$ cat config.mk
export PLATFORM = sky130hd
export DESIGN_NAME = mpi_interface
export DESIGN_NICKNAME = d
export VERILOG_FILES = /design/src/rtl/mpi_interface.sv
export SDC_FILE = /design/constraint.sdc
export NUM_CORES = 1
export LEC_CHECK = 0
export BUFFER_PORTS_ARGS = -buffer_cell sky130_fd_sc_hd__buf_2
export CAP_MARGIN = 0
export CORE_MARGIN = 2
export CORE_UTILIZATION = 25
export CTS_CLUSTER_SIZE = 16
export DETAILED_ROUTE_END_ITERATION = 6
export SYNTH_ARGS = -nofsm -noshare
export SYNTH_HDL_FRONTEND = slang
export SYNTH_SLANG_ARGS = --single-unit
$ cat constraint.sdc
create_clock -name clk -period 2.37 [get_ports clk]
set_input_delay 0.3555 -clock clk [delete_from_list [all_inputs] [get_ports clk]]
set_output_delay 0.3555 -clock clk [all_outputs]
set_load 0.01 [all_outputs]
$ cat src/rtl/mpi_interface.sv
// rtl/mpi_interface.sv - MPI-over-Ethernet framing engine: SEND header+payload, WAIT_DONE ingress match
module mpi_interface #(
  parameter logic [7:0] PKT_DATA = 8'h03,
  parameter logic [7:0] PKT_DONE = 8'h04
) (
  input  logic        clk,
  input  logic        aresetn,
  input  logic        cmd_valid,
  output logic        cmd_ready,
  input  logic        cmd_op,
  input  logic [15:0] cmd_dst_rank,
  input  logic [7:0]  cmd_src_rank,
  input  logic [31:0] cmd_size,
  input  logic [47:0] cmd_mac_dst,
  input  logic [47:0] cmd_mac_src,
  input  logic [31:0] cmd_ip_dst,
  input  logic [31:0] cmd_ip_src,
  input  logic [63:0] pl_data,
  input  logic [7:0]  pl_keep,
  input  logic        pl_last,
  input  logic        pl_valid,
  output logic        pl_ready,
  output logic [63:0] stream_out_data,
  output logic [7:0]  stream_out_keep,
  output logic        stream_out_last,
  output logic        stream_out_valid,
  input  logic        stream_out_ready,
  input  logic [63:0] stream_in_data,
  input  logic [7:0]  stream_in_keep,
  input  logic        stream_in_last,
  input  logic        stream_in_valid,
  output logic        stream_in_ready,
  output logic        done
);

  typedef enum logic [3:0] {
    S_IDLE, S_H0, S_H1, S_H2, S_H3, S_PAYLOAD, S_W0, S_W1, S_W2, S_WDRAIN
  } state_t;

  state_t      r_state;
  logic [15:0] r_dst_rank;
  logic [7:0]  r_src_rank;
  logic [31:0] r_size;
  logic [47:0] r_mac_dst;
  logic [47:0] r_mac_src;
  logic [31:0] r_ip_dst;
  logic [31:0] r_ip_src;
  logic [63:0] r_hdr_data;
  logic        r_hdr_valid;
  logic        r_done;
  logic        r_matched;

  logic w_in_payload;
  logic w_hdr_fire;
  logic w_pl_fire;
  logic w_in_fire;
  logic w_w0_match;
  logic w_w2_match;
  logic w_unused;

  assign w_in_payload = (r_state == S_PAYLOAD);
  assign w_hdr_fire   = r_hdr_valid && stream_out_ready;
  assign w_pl_fire    = w_in_payload && pl_valid && stream_out_ready;
  assign w_in_fire    = stream_in_valid && stream_in_ready;
  assign w_w0_match   = (stream_in_data[63:16] == r_mac_src);
  // The responder's dst_rank is our src_rank and its src_rank is our dst_rank.
  assign w_w2_match   = (stream_in_data[7:0] == PKT_DONE) &&
                        (stream_in_data[15:8] == r_dst_rank[7:0]) &&
                        (stream_in_data[31:16] == {8'h00, r_src_rank});
  assign w_unused     = ^stream_in_keep;

  assign cmd_ready        = (r_state == S_IDLE);
  assign stream_in_ready  = (r_state == S_W0) || (r_state == S_W1) ||
                            (r_state == S_W2) || (r_state == S_WDRAIN);
  assign pl_ready         = w_in_payload && stream_out_ready;
  assign stream_out_valid = w_in_payload ? pl_valid : r_hdr_valid;
  assign stream_out_data  = w_in_payload ? pl_data  : r_hdr_data;
  assign stream_out_keep  = w_in_payload ? pl_keep  : 8'hFF;
  assign stream_out_last  = w_in_payload && pl_last;
  assign done             = r_done;

  always_ff @(posedge clk) begin
    if (!aresetn) begin
      r_state     <= S_IDLE;
      r_dst_rank  <= '0;
      r_src_rank  <= '0;
      r_size      <= '0;
      r_mac_dst   <= '0;
      r_mac_src   <= '0;
      r_ip_dst    <= '0;
      r_ip_src    <= '0;
      r_hdr_data  <= '0;
      r_hdr_valid <= 1'b0;
      r_done      <= 1'b0;
      r_matched   <= 1'b0;
    end else begin
      r_done <= 1'b0;
      case (r_state)
        S_IDLE: begin
          r_matched <= 1'b0;
          if (cmd_valid) begin
            r_dst_rank <= cmd_dst_rank;
            r_src_rank <= cmd_src_rank;
            r_size     <= cmd_size;
            r_mac_dst  <= cmd_mac_dst;
            r_mac_src  <= cmd_mac_src;
            r_ip_dst   <= cmd_ip_dst;
            r_ip_src   <= cmd_ip_src;
            if (cmd_op) begin
              r_state <= S_W0;
            end else begin
              r_state     <= S_H0;
              r_hdr_data  <= {cmd_mac_dst, cmd_mac_src[47:32]};
              r_hdr_valid <= 1'b1;
            end
          end
        end
        S_H0: if (w_hdr_fire) begin
          r_state    <= S_H1;
          r_hdr_data <= {r_mac_src[31:0], r_ip_dst};
        end
        S_H1: if (w_hdr_fire) begin
          r_state    <= S_H2;
          r_hdr_data <= {r_ip_src, r_dst_rank, r_src_rank, PKT_DATA};
        end
        S_H2: if (w_hdr_fire) begin
          r_state    <= S_H3;
          r_hdr_data <= {r_size, 32'h0};
        end
        S_H3: if (w_hdr_fire) begin
          r_state     <= S_PAYLOAD;
          r_hdr_valid <= 1'b0;
        end
        S_PAYLOAD: if (w_pl_fire && pl_last) r_state <= S_IDLE;
        // A beat carrying last already ends the frame, so there is nothing left to drain.
        S_W0: if (w_in_fire) begin
          r_matched <= 1'b0;
          if (stream_in_last)  r_state <= S_W0;
          else if (w_w0_match) r_state <= S_W1;
          else                 r_state <= S_WDRAIN;
        end
        S_W1: if (w_in_fire) r_state <= stream_in_last ? S_W0 : S_W2;
        S_W2: if (w_in_fire) begin
          r_matched <= w_w2_match;
          r_done    <= w_w2_match;
          if (stream_in_last) r_state <= w_w2_match ? S_IDLE : S_W0;
          else                r_state <= S_WDRAIN;
        end
        S_WDRAIN: if (w_in_fire && stream_in_last) r_state <= r_matched ? S_IDLE : S_W0;
        default: r_state <= S_IDLE;
      endcase
    end
  end

endmodule

Word level (Yosys, flattened, before mapping)
Cells that the tools add are included.
{"block": "word_totals", "reg_bits": 239, "inputBits": 369, "output_inout_bits": 78, "word_cells": 92}
{"block": "op_classes", "n_eq_ne": 24, "mux": 34, "n_reduce_logical": 23}
{"cell": "$mux W64", "n": 6}
{"cell": "$pmux W64 S4", "n": 1}
{"cell": "$mux W4", "n": 14}
{"cell": "$eq A48 B48 Y1", "n": 1}
{"cell": "$pmux W4 S10", "n": 1}
{"cell": "$ne A2 B2 Y1 const B", "n": 9}
{"cell": "$eq A16 B8 Y1", "n": 1}
{"cell": "$eq A4 B3 Y1 const B", "n": 4}
{"cell": "$logic_and A1 B1 Y1", "n": 10}
{"cell": "$reduce_and A10 Y1", "n": 1}
{"cell": "$mux W3", "n": 3}
{"cell": "$eq A4 B2 Y1 const B", "n": 2}
{"cell": "$eq A4 B4 Y1 const B", "n": 2}
{"cell": "$eq A8 B3 Y1 const B", "n": 1}
{"cell": "$eq A8 B8 Y1", "n": 1}
{"cell": "$mux W8", "n": 1}
{"cell": "$mux W1", "n": 6}
{"cell": "$reduce_and A3 Y1", "n": 2}
{"cell": "$reduce_and A6 Y1", "n": 1}
{"cell": "$eq A4 B1 Y1 const B", "n": 1}
{"cell": "$logic_not A4 Y1", "n": 1}
{"cell": "$ne A2 B1 Y1 const B", "n": 2}
{"cell": "$reduce_and A4 Y1", "n": 1}
{"cell": "$reduce_bool A4 Y1", "n": 1}
{"cell": "other kinds (6)", "n": 8}

Longest topological paths before layout
Gate-level depths: netlist of run 1.
{"block": "logic_depth", "ltp_word": 8, "depth_mapped": 9, "mapped_depth_nobuf": 6}

Least setup slack after synthesis of run 1
Ideal clock, no wire load.
{"block": "synth_timing", "path_type": "reg-to-output", "from": "reg r_state[2]", "to": "out stream_out_data[10]", "t_arrival_ns": 1.581, "required_time_ns": 2.014, "setup_slack_ns": 0.433, "stages_incl_launch_ff": 6, "path_buffers": 2, "cell_sequence": "dfxtp_1 nor2b_1 nor2b_1 buf_2 buf_2 mux2_2"}
{"block": "synth_via", "elab_chain_cells": 2}
{"item": "from (decl)", "line": "40", "text": "state_t r_state;"}
{"item": "from (signal assigned)", "line": "142", "text": "S_W1: if (w_in_fire) r_state <= stream_in_last ? S_W0 : S_W2;"}
{"item": "from (signal assigned)", "line": "146", "text": "if (stream_in_last) r_state <= w_w2_match ? S_IDLE : S_W0;"}
{"item": "from (signal assigned)", "line": "149", "text": "S_WDRAIN: if (w_in_fire && stream_in_last) r_state <= r_matched ? S_IDLE : S_W0;"}
{"item": "$eq A4 B3 Y1", "line": "61", "text": "assign w_in_payload = (r_state == S_PAYLOAD);"}
{"item": "$mux W64", "line": "77", "text": "assign stream_out_data = w_in_payload ? pl_data : r_hdr_data;"}
{"item": "to (decl)", "line": "23", "text": "output logic [63:0] stream_out_data,"}
No other way between the ends.

Worst setup path after layout of run 1
{"block": "layout_timing", "from": "reg r_state[2]", "to": "out stream_out_data[5]"}
Same word-level chain as after synthesis.

==> out/results.ini, run 1 <==
[run_status]
status = finished with violations
violations = negative setup slack

[flow_run]
cap_viol_max_count = 0

[global_routing]
grt_max_degree = 125
grt.overflow.total = 0
grt_pass1_wl_um = 71600
grt_usage_pct = 18.7
antenna_found_initial = 9
grt_pass1_vias = 11800

[floorplan]
die_w_um = 224
fp-row-count = 80
die_y_um = 224
coreArea_sq_um = 47800
die_area_sq_um = 50400
start_util_pct = 25.4
ios = 447

[synth]
ys.flop_type = dfxtp_1
syn_inst = 1453
synth_area_sq_um = 12200
synth_top_area_share_pct = 39.4
yosysWarnings = 0
syn-num-nets = 1822
async_flop_share_pct = 0
synth_seq_cells = 239
synth_top_cell_by_area = dfxtp_1
synth-seq-area-share_pct = 39.4
yosysUniqueCellTypes = 56
synth_area_leaders = dfxtp_1, nand2_1, a21boi_0
synth_edf_count = 0
syn_area_per_cell_sq_um = 8.36

[power_and_ir_drop]
leakage_nw = 7.22
max-vdd-ir-drop_uv = 793
p_total_mw = 16.6
powerDensity_nw_per_um2 = 996

[sta]
setup_viol = 63
hold_viol = 0
period_minus_slack_ns = 2.44
worst_slack_ns = -0.0668
rsz0062_at_grt = true
slew_viol_final = 0
fmax_ghz = 0.410
maxSlewHeadroom_pct = 47.2
period_share_pct = 103
skew_ns = 0.0228
tightest_slew_ns = 0.792

[worst_hold_path]
min_path_cells = 3
hp-class = primary input to flip-flop

[critical_path]
cp_num_buf_inv = 4
critPathSlowestCell = dfxtp_4
worstPathArrival_ns = 2.08
worstSetupPathType = flip-flop to output pin
critPathMaxFanout = 6
crit_chain = nor2b_4, nor2b_4, buf_12, buf_12, buf_16, mux2_4, buf_6
path_depth = 7
critical_path.top_delay_family = buffers and inverters
slowest_delay_ns = 0.34
endpoint_kind = output pin
startpoint_type = flip-flop
cp.required_ns = 2.01
rr_worst_depth = 6

[route]
drc = 0
dr.pass1.iters = 5
wl_per_cell_um = 19.9
first_iter_violations = 777
routed_via_density = 4.83
vias = 12100
wl_um = 50000
antenna_left = 0

[place]
globalplace.congestion = 0.848
dpl.hpwl_um = 36100
io_buffers = 438

[final_layout]
area_growth_pct = 37.5
final_layout_size_suffix_gt1_share_pct = 33.5
nFillCells = 5020
fin_nets = 2237
utilization_pct = 34.9

[clocking]
root_buffer = clkbuf_16
htree_levels = 1
clk_path_buf_depth = 3
clkSlewWorstSetupHoldPaths_ns = 0.06
cts_tree = yes
clock_latency_ns = 0.57
clkSinkCount = 239
numCtsBuffers = 29

## report_power, final
| part | switching, mW | total (mW) | internal (mW) |
|---|---|---|---|
| clock | 1.80 | 4.49 | 2.69 |
| combinational | 4.05 | 6.77 | 2.72 |
| sequential | 0.560 | 5.37 | 4.81 |
| total | 6.41 | 16.6 | 10.2 |
## path summary, 6_finish.rpt
path,start,to,slack (ns)
worst max-delay path,r_state[2],stream_out_data[5],-0.07
worst max register to register,r_state[1],r_hdr_data[29],0.22
worst min-delay path,cmd_ip_dst[2],r_ip_dst[2],0.03
worst min register to register,r_ip_dst[1],r_ip_dst[1],0.45
## synthesized netlist by cell type (2+ instances only)
cell         n
a21oi_1     55
a21boi_0   135
and2_1       2
nor2b_1     22
buf_1        2
mux2_2      65
o2111ai_1   15
xor2_1      48
nor3b_1      6
nand4_1     16
clkbuf_1    54
nor3_1       4
nor2_1      47
xnor2_1     17
nand2b_1    12
a22oi_1      9
o211a_1     25
o21ai_1      3
inv_1        3
nand3_1      7
o221ai_1    34
dfxtp_1    239
buf_2       49
nand3b_1     4
or2_1        2
nor2_2       3
buf_6        2
and3_1       4
mux2i_1     32
a21boi_1    68
a31oi_1      2
a221oi_1     6
a211oi_2     2
o21ai_0      5
nor4_1      16
nand2_1    405
buf_4       14
## final cells by class
type | instances | area [sq um] | share of cell area [%]
multi-input combinational | 1089 | 6970 | 41.7
sequential | 239 | 4800 | 28.7
timing repair buffer | 506 | 3190 | 19.1
clock buffer | 47 | 903 | 5.41
tap | 615 | 769 | 4.61
clock inverter | 5 | 58.8 | 0.352
inverter | 3 | 11.3 | 0.0674
antenna | 4 | 10.0 | 0.0599
## stage by stage
step / setup TNS (ns) / cell area (sq um) / cells / setup slack, ns / hold WS, ns
floorplan: 0 / 12200 / 1453 / 0.433 / 0.428
global placement: -0.0452 / 15100 / 2427 / -0.0452 / 0.436
detailed placement: -0.0199 / 15100 / 2427 / -0.0199 / 0.441
CTS: -3.46 / 16500 / 2500 / -0.0936 / 0.0000717
global route: -6.75 / 16700 / 2506 / -0.136 / 0.0132
finish: -2.97 / 16700 / 2508 / -0.0668 / 0.0292
## cells in the final DEF (no fill, tap or decap), types with 5 or more instances in the layout
master,n
a21boi_0,135
a21boi_1,68
a21oi_1,54
a221oi_1,6
a22oi_1,9
buf_12,14
buf_2,407
buf_4,39
buf_6,31
clkbuf_1,7
clkbuf_16,31
clkbuf_8,11
dfxtp_1,235
dlygate4sd3_1,8
mux2_2,30
mux2_4,35
mux2i_1,32
nand2_1,402
nand2b_1,11
nand3_1,7
nand4_1,16
nor2_1,45
nor2b_1,20
nor3b_1,6
nor4_1,16
o2111ai_1,15
o211a_1,25
o21ai_0,5
o221ai_1,34
xnor2_1,17
xor2_1,48
## tightest hold or removal path: cells and delay by family
family / cells / cell delay, ns
buf+inv: 1 / 0.09
compound gates: 1 / 0.05
simple gates: 1 / 0.04
## repair_timing
item,CTS,global route
hold buffers,8,0
cloned,3,3
setup buffers,10,2
hold endpoints to repair,8,0
gates resized for setup,43,39
endpoints found under the setup margin,65,67
## metal layers
metal / track usage, % / vias to the layer above / wire [um]
li1: - / 5846 / -
met1: 24.3 / 5707 / 21800
met2: 32.1 / 489 / 23800
met3: 3.12 / 73 / 3170
met4: 4.76 / 2 / 1270
met5: 0 / - / 13
## state kept, by name (all words and copies together), names as in the netlist
signal / flops
r_hdr_data: 64
r_src_rank: 8
r_dst_rank: 16
done: 1
r_mac_src: 48
r_matched: 1
r_ip_dst: 32
r_ip_src: 32
r_state: 4
r_hdr_valid: 1
r_size: 32
## logic make-up after synthesis
group | synth area share, %
flops | 39.4
compound gates | 23.0
buf+inv | 4.93
mux | 8.66
xor+xnor | 4.68
simple gates | 19.3
Note: power is estimated with default switching activity, not from simulation.
==> run 2: changes to the inputs <==
==> constraint.sdc (replaced) <==
create_clock -name clk -period 2.37 [get_ports clk]
set_input_delay 0.1185 -clock clk [delete_from_list [all_inputs] [get_ports clk]]
set_output_delay 0.1185 -clock clk [all_outputs]
set_load 0.01 [all_outputs]
==> run 2 against run 1 <==
The run now ends clean. Hold slack improved by 0.042 ns. Maximum frequency grew 6.1%. Power barely moved. Cell area is 9.0% higher.
==> out/results.ini, run 2 (same netlist as run 1, synthesis figures left out) <==
[route]
vias = 12900
wl_um = 51100
wl_per_cell_um = 19.0
routed_via_density = 4.79
antenna_left = 0
dr.pass1.iters = 4
first_iter_violations = 811
drc = 0

[global_routing]
grt_pass1_wl_um = 75000
antenna_found_initial = 12
grt_pass1_vias = 12900
grt_usage_pct = 19.3
grt.overflow.total = 0
grt_max_degree = 126

[final_layout]
final_layout_size_suffix_gt1_share_pct = 29.9
area_growth_pct = 49.8
fin_nets = 2420
regMostFlops = r_hdr_data
top_regs = r_hdr_data x64, r_mac_src x48
largest_reg_flops = 64
utilization_pct = 38.1
nFillCells = 4822
layout_commonest_cell = buf_2
finalNonFillerCells = 2694
final_cell_mix = buf_2, nand2_1, dfxtp_1, dlygate4sd3_1, a21boi_0
final_area_sq_um = 18200

[critical_path]
endpoint_kind = output pin
startpoint_type = flip-flop
cp.required_ns = 2.25
rr_worst_depth = 7
r2r_end = r_size[0]
r2r_slack_ns = 0.21
critPathMaxFanout = 30
worstReg2RegStart = r_state[2]
worstSetupPathType = flip-flop to output pin
worstPathArrival_ns = 2.18

[place]
numPlacedInstances = 2423
dpl_cell_area_sq_um = 15000
pre_cts_ws_ns = 0.181
dpl.hpwl_um = 36000
globalplace.congestion = 0.824
io_buffers = 438

[sta]
maxSlewHeadroom_pct = 50.0
period_minus_slack_ns = 2.30
fmax_ghz = 0.435
skew_ns = 0.0155
slew_viol_final = 0
setup_tns_ns = 0
rsz0062_at_grt = false
tightest_slew_ns = 0.750
hold_viol = 0
setup_viol = 0
hold_ws_ns = 0.0714
worst_slack_ns = 0.0722
period_share_pct = 97.0

[power_and_ir_drop]
powerDensity_nw_per_um2 = 914
leakage_nw = 7.88
max-vdd-ir-drop_uv = 520
p_total_mw = 16.6

[clocking]
root_buffer = clkbuf_16
numCtsBuffers = 28
clock_latency_ns = 0.56
clkSinkCount = 239
cts_tree = yes
htree_levels = 1
clkSlewWorstSetupHoldPaths_ns = 0.07
clk_path_buf_depth = 3

[worst_hold_path]
min-delay-start = cmd_mac_dst[31]
hold_end = r_hdr_data[47]
hp-class = primary input to flip-flop
min_path_cells = 3

[flow_run]
cap_viol_max_count = 0

[floorplan]
die_area_sq_um = 50400
fp-row-count = 80
ios = 447
start_util_pct = 25.4
die_y_um = 224
die_w_um = 224
coreArea_sq_um = 47800

[run_status]
status = finished, final reports clean

==> run 2: cell count changes in the layout (fill, tap and decap cells not counted), moves of 5 or more <==
cell	previous run	this run
dlygate4sd3_1	8	205
buf_4	39	31
mux2_2	30	65
buf_2	407	437
clkbuf_8	11	6
buf_6	31	2
mux2_4	35	0
==> run 2: worst max path at each step <==
stage / startpoint / to / slack, ns / depth (start not counted)
after floorplan: r_state[1] / r_mac_src[27] / 0.65 / 9
final: r_state[3] / stream_out_data[30] / 0.07 / 6
after CTS: r_state[3] / stream_out_data[4] / 0.02 / 6
after global routing: r_state[0] / pl_ready / 0.005 / 4
after detailed placement: r_state[1] / r_hdr_data[40] / 0.18 / 6
after global placement: r_state[1] / r_hdr_data[40] / 0.20 / 6
==> run 2: per-layer routing <==
metal	wire, um	vias up	track usage, %
li1	-	6220	-
met1	21900	6112	24.2
met2	24600	485	33.6
met3	3100	80	3.17
met4	1450	4	6.73
met5	21	-	0
==> run 2: cell type report <==
cell class                 instances  area (sq um)  share of cell area [%]
inverter                           3          11.3                  0.0618
timing repair buffer             690          4800                    26.4
tap                              615           769                    4.23
antenna                            7          17.5                  0.0962
clock inverter                    10           134                   0.735
clock buffer                      41           852                    4.68
sequential                       239          4800                    26.4
multi-input combinational       1089          6820                    37.5
==> run 2: repair_timing <==
action | 4_1_cts | 5_1_grt
hold buffers | 205 | 0
endpoints found under the hold margin | 220 | 0
gates cloned | 1 | 0
setup buffers | 8 | 0
gates resized for setup | 7 | 1
pin swaps | 0 | 0
setup endpoints to repair | 66 | 17
==> run 2: where the power goes <==
| group | total (mW) | switching (mW) | internal (mW) | leakage (nW) |
|---|---|---|---|---|
| Combinational | 6.62 | 3.98 | 2.64 | 5.44 |
| Clock | 4.66 | 1.85 | 2.81 | 0.481 |
| Sequential | 5.37 | 0.558 | 4.81 | 1.96 |
| Total | 16.6 | 6.39 | 10.3 | 7.88 |
==> run 2: critical path: stages (launching register included) <==
cell and delay, ns:
dfxtp_4 0.40, nor2b_2 0.14, nor2b_4 0.19, buf_6 0.13, buf_12 0.20, mux2_2 0.37
buf_2 0.14
==> run 3: changes to the inputs <==
--- a/config.mk
+++ b/config.mk
@@ -9,2 +9,3 @@
 export CAP_MARGIN = 0
+export CORE_ASPECT_RATIO = 0.9
 export CORE_MARGIN = 2
==> constraint.sdc (replaced) <==
create_clock -name clk -period 2.37 [get_ports clk]
set_input_delay 0.237 -clock clk [delete_from_list [all_inputs] [get_ports clk]]
set_output_delay 0.237 -clock clk [all_outputs]
set_load 0.01 [all_outputs]
==> run 3 against run 2 <==
Global-route usage is 0.34 points higher. Setup slack got worse by 0.033 ns. Via count increased by 0.55%. Power rose by 3.9%. Combinational power is 8.8% higher. Largest power group unchanged. First-iteration DRC count shrank 16%. Count of clock-buffer cells in the layout up 4. Clock skew is 0.00066 ns higher. Sequential power about the same. Wire length is 3.4% higher.
==> out/results.ini, run 3 (same netlist as run 1, synthesis figures left out) <==
[final_layout]
final_cell_mix = nand2_1, buf_2, dfxtp_1, dlygate4sd3_1, a21boi_0
layout_commonest_cell = nand2_1
regMostFlops = r_hdr_data
area_growth_pct = 51.5
nFillCells = 4740
final_layout_size_suffix_gt1_share_pct = 30.7
fin_nets = 2392
utilization_pct = 38.4
largest_reg_flops = 64
final_area_sq_um = 18400
top_regs = r_hdr_data x64, r_mac_src x48

[critical_path]
startpoint_type = flip-flop
worstSetupPathType = flip-flop to output pin
rr_worst_depth = 7
worstReg2RegStart = r_state[1]
r2r_end = r_hdr_data[57]
endpoint_kind = output pin
worstPathArrival_ns = 2.09
critPathMaxFanout = 16
r2r_slack_ns = 0.14
cp.required_ns = 2.13

[sta]
fmax_ghz = 0.429
setup_viol = 0
maxSlewHeadroom_pct = 61.2
period_share_pct = 98.3
worst_slack_ns = 0.0393
hold_viol = 0
skew_ns = 0.0162
setup_tns_ns = 0
slew_viol_final = 0
rsz0062_at_grt = true
period_minus_slack_ns = 2.33
tightest_slew_ns = 0.582

[place]
dpl_cell_area_sq_um = 15100
pre_cts_ws_ns = 0.160
dpl.hpwl_um = 36500
globalplace.congestion = 0.857
io_buffers = 438

[route]
drc = 0
wl_um = 52800
wl_per_cell_um = 19.8
vias = 13000
antenna_left = 0
first_iter_violations = 682
dr.pass1.iters = 7
routed_via_density = 4.85

[clocking]
clkSinkCount = 239
cts_tree = yes
htree_levels = 1
clk_path_buf_depth = 3
clock_latency_ns = 0.55
numCtsBuffers = 28
root_buffer = clkbuf_16
clkSlewWorstSetupHoldPaths_ns = 0.06

[power_and_ir_drop]
p_total_mw = 17.3
powerDensity_nw_per_um2 = 940
leakage_nw = 7.91
max-vdd-ir-drop_uv = 594

[flow_run]
cap_viol_max_count = 0

[worst_hold_path]
min-delay-start = cmd_mac_dst[46]
hold_end = r_hdr_data[62]
min_path_cells = 3
hp-class = primary input to flip-flop

[floorplan]
die_y_um = 213
fp-row-count = 76
coreArea_sq_um = 47900
die_area_sq_um = 50400
die_w_um = 236
ios = 447
start_util_pct = 25.4

[global_routing]
grt_usage_pct = 19.7
grt_pass1_wl_um = 76100
grt_pass1_vias = 12900
grt_max_degree = 101
grt.overflow.total = 0
antenna_found_initial = 9

[run_status]
status = finished, final reports clean

## run 3: worst max path at each step
stage                          end    startpoint  cells past startpoint
2_1_floorplan  stream_out_data[10]    r_state[2]                      5
4_1_cts        stream_out_data[28]    r_state[1]                      6
5_1_grt        stream_out_data[14]    r_state[2]                      6
3_3_place_gp        r_hdr_data[58]    r_state[0]                      7
6_report       stream_out_data[14]    r_state[2]                      6
3_5_place_dp            r_state[1]  r_mac_src[6]                      8
## run 3: layout make-up
type / count / area, sq um / share of cell area [%]
diodes: 4 / 10.0 / 0.0544
clock inverters: 6 / 133 / 0.720
repair buffers: 662 / 4840 / 26.3
multi-input cells: 1089 / 6970 / 37.8
well taps: 624 / 781 / 4.24
flip-flops and latches: 239 / 4800 / 26.1
inverters: 3 / 11.3 / 0.0612
clock buffers: 45 / 867 / 4.71
## run 3: power by group
group	total (mW)	leakage (nW)	internal [mW]	switching (mW)
Combinational	7.20	5.47	3.00	4.20
Sequential	5.38	1.96	4.81	0.566
Clock	4.72	0.484	2.92	1.80
Total	17.3	7.91	10.7	6.57
## run 3: metrics by stage
step                      instances  hold slack [ns]
final                          2672           0.0467
after global routing           2670           0.0266
after CTS                      2664           0.0116
after detailed placement       2437            0.443
after global placement         2437            0.441
after floorplan                1453            0.369
## run 3: routing by layer
metal	wire length [um]	part of all wire [%]	vias up	GRT usage, %
met5	43	0.081	-	0
met4	1400	2.7	6	4.80
met3	3390	6.4	81	3.68
met2	25600	48	554	35.5
met1	22400	42	6146	24.2
li1	-	-	6185	-
## run 3: repair_timing
action                     CTS  global route
gates resized for setup     15            76
setup buffers                6             2
hold buffers               167             0
hold endpoints to repair   167             0
cloned                       3             2
setup endpoints to repair   65            78
## run 3: worst max-delay path: stages, from the launching register on
cell and delay, ns:
dfxtp_4 0.34, nor2b_4 0.13, nor2b_4 0.16, buf_12 0.21, buf_16 0.21, mux2_2 0.34, buf_2 0.14
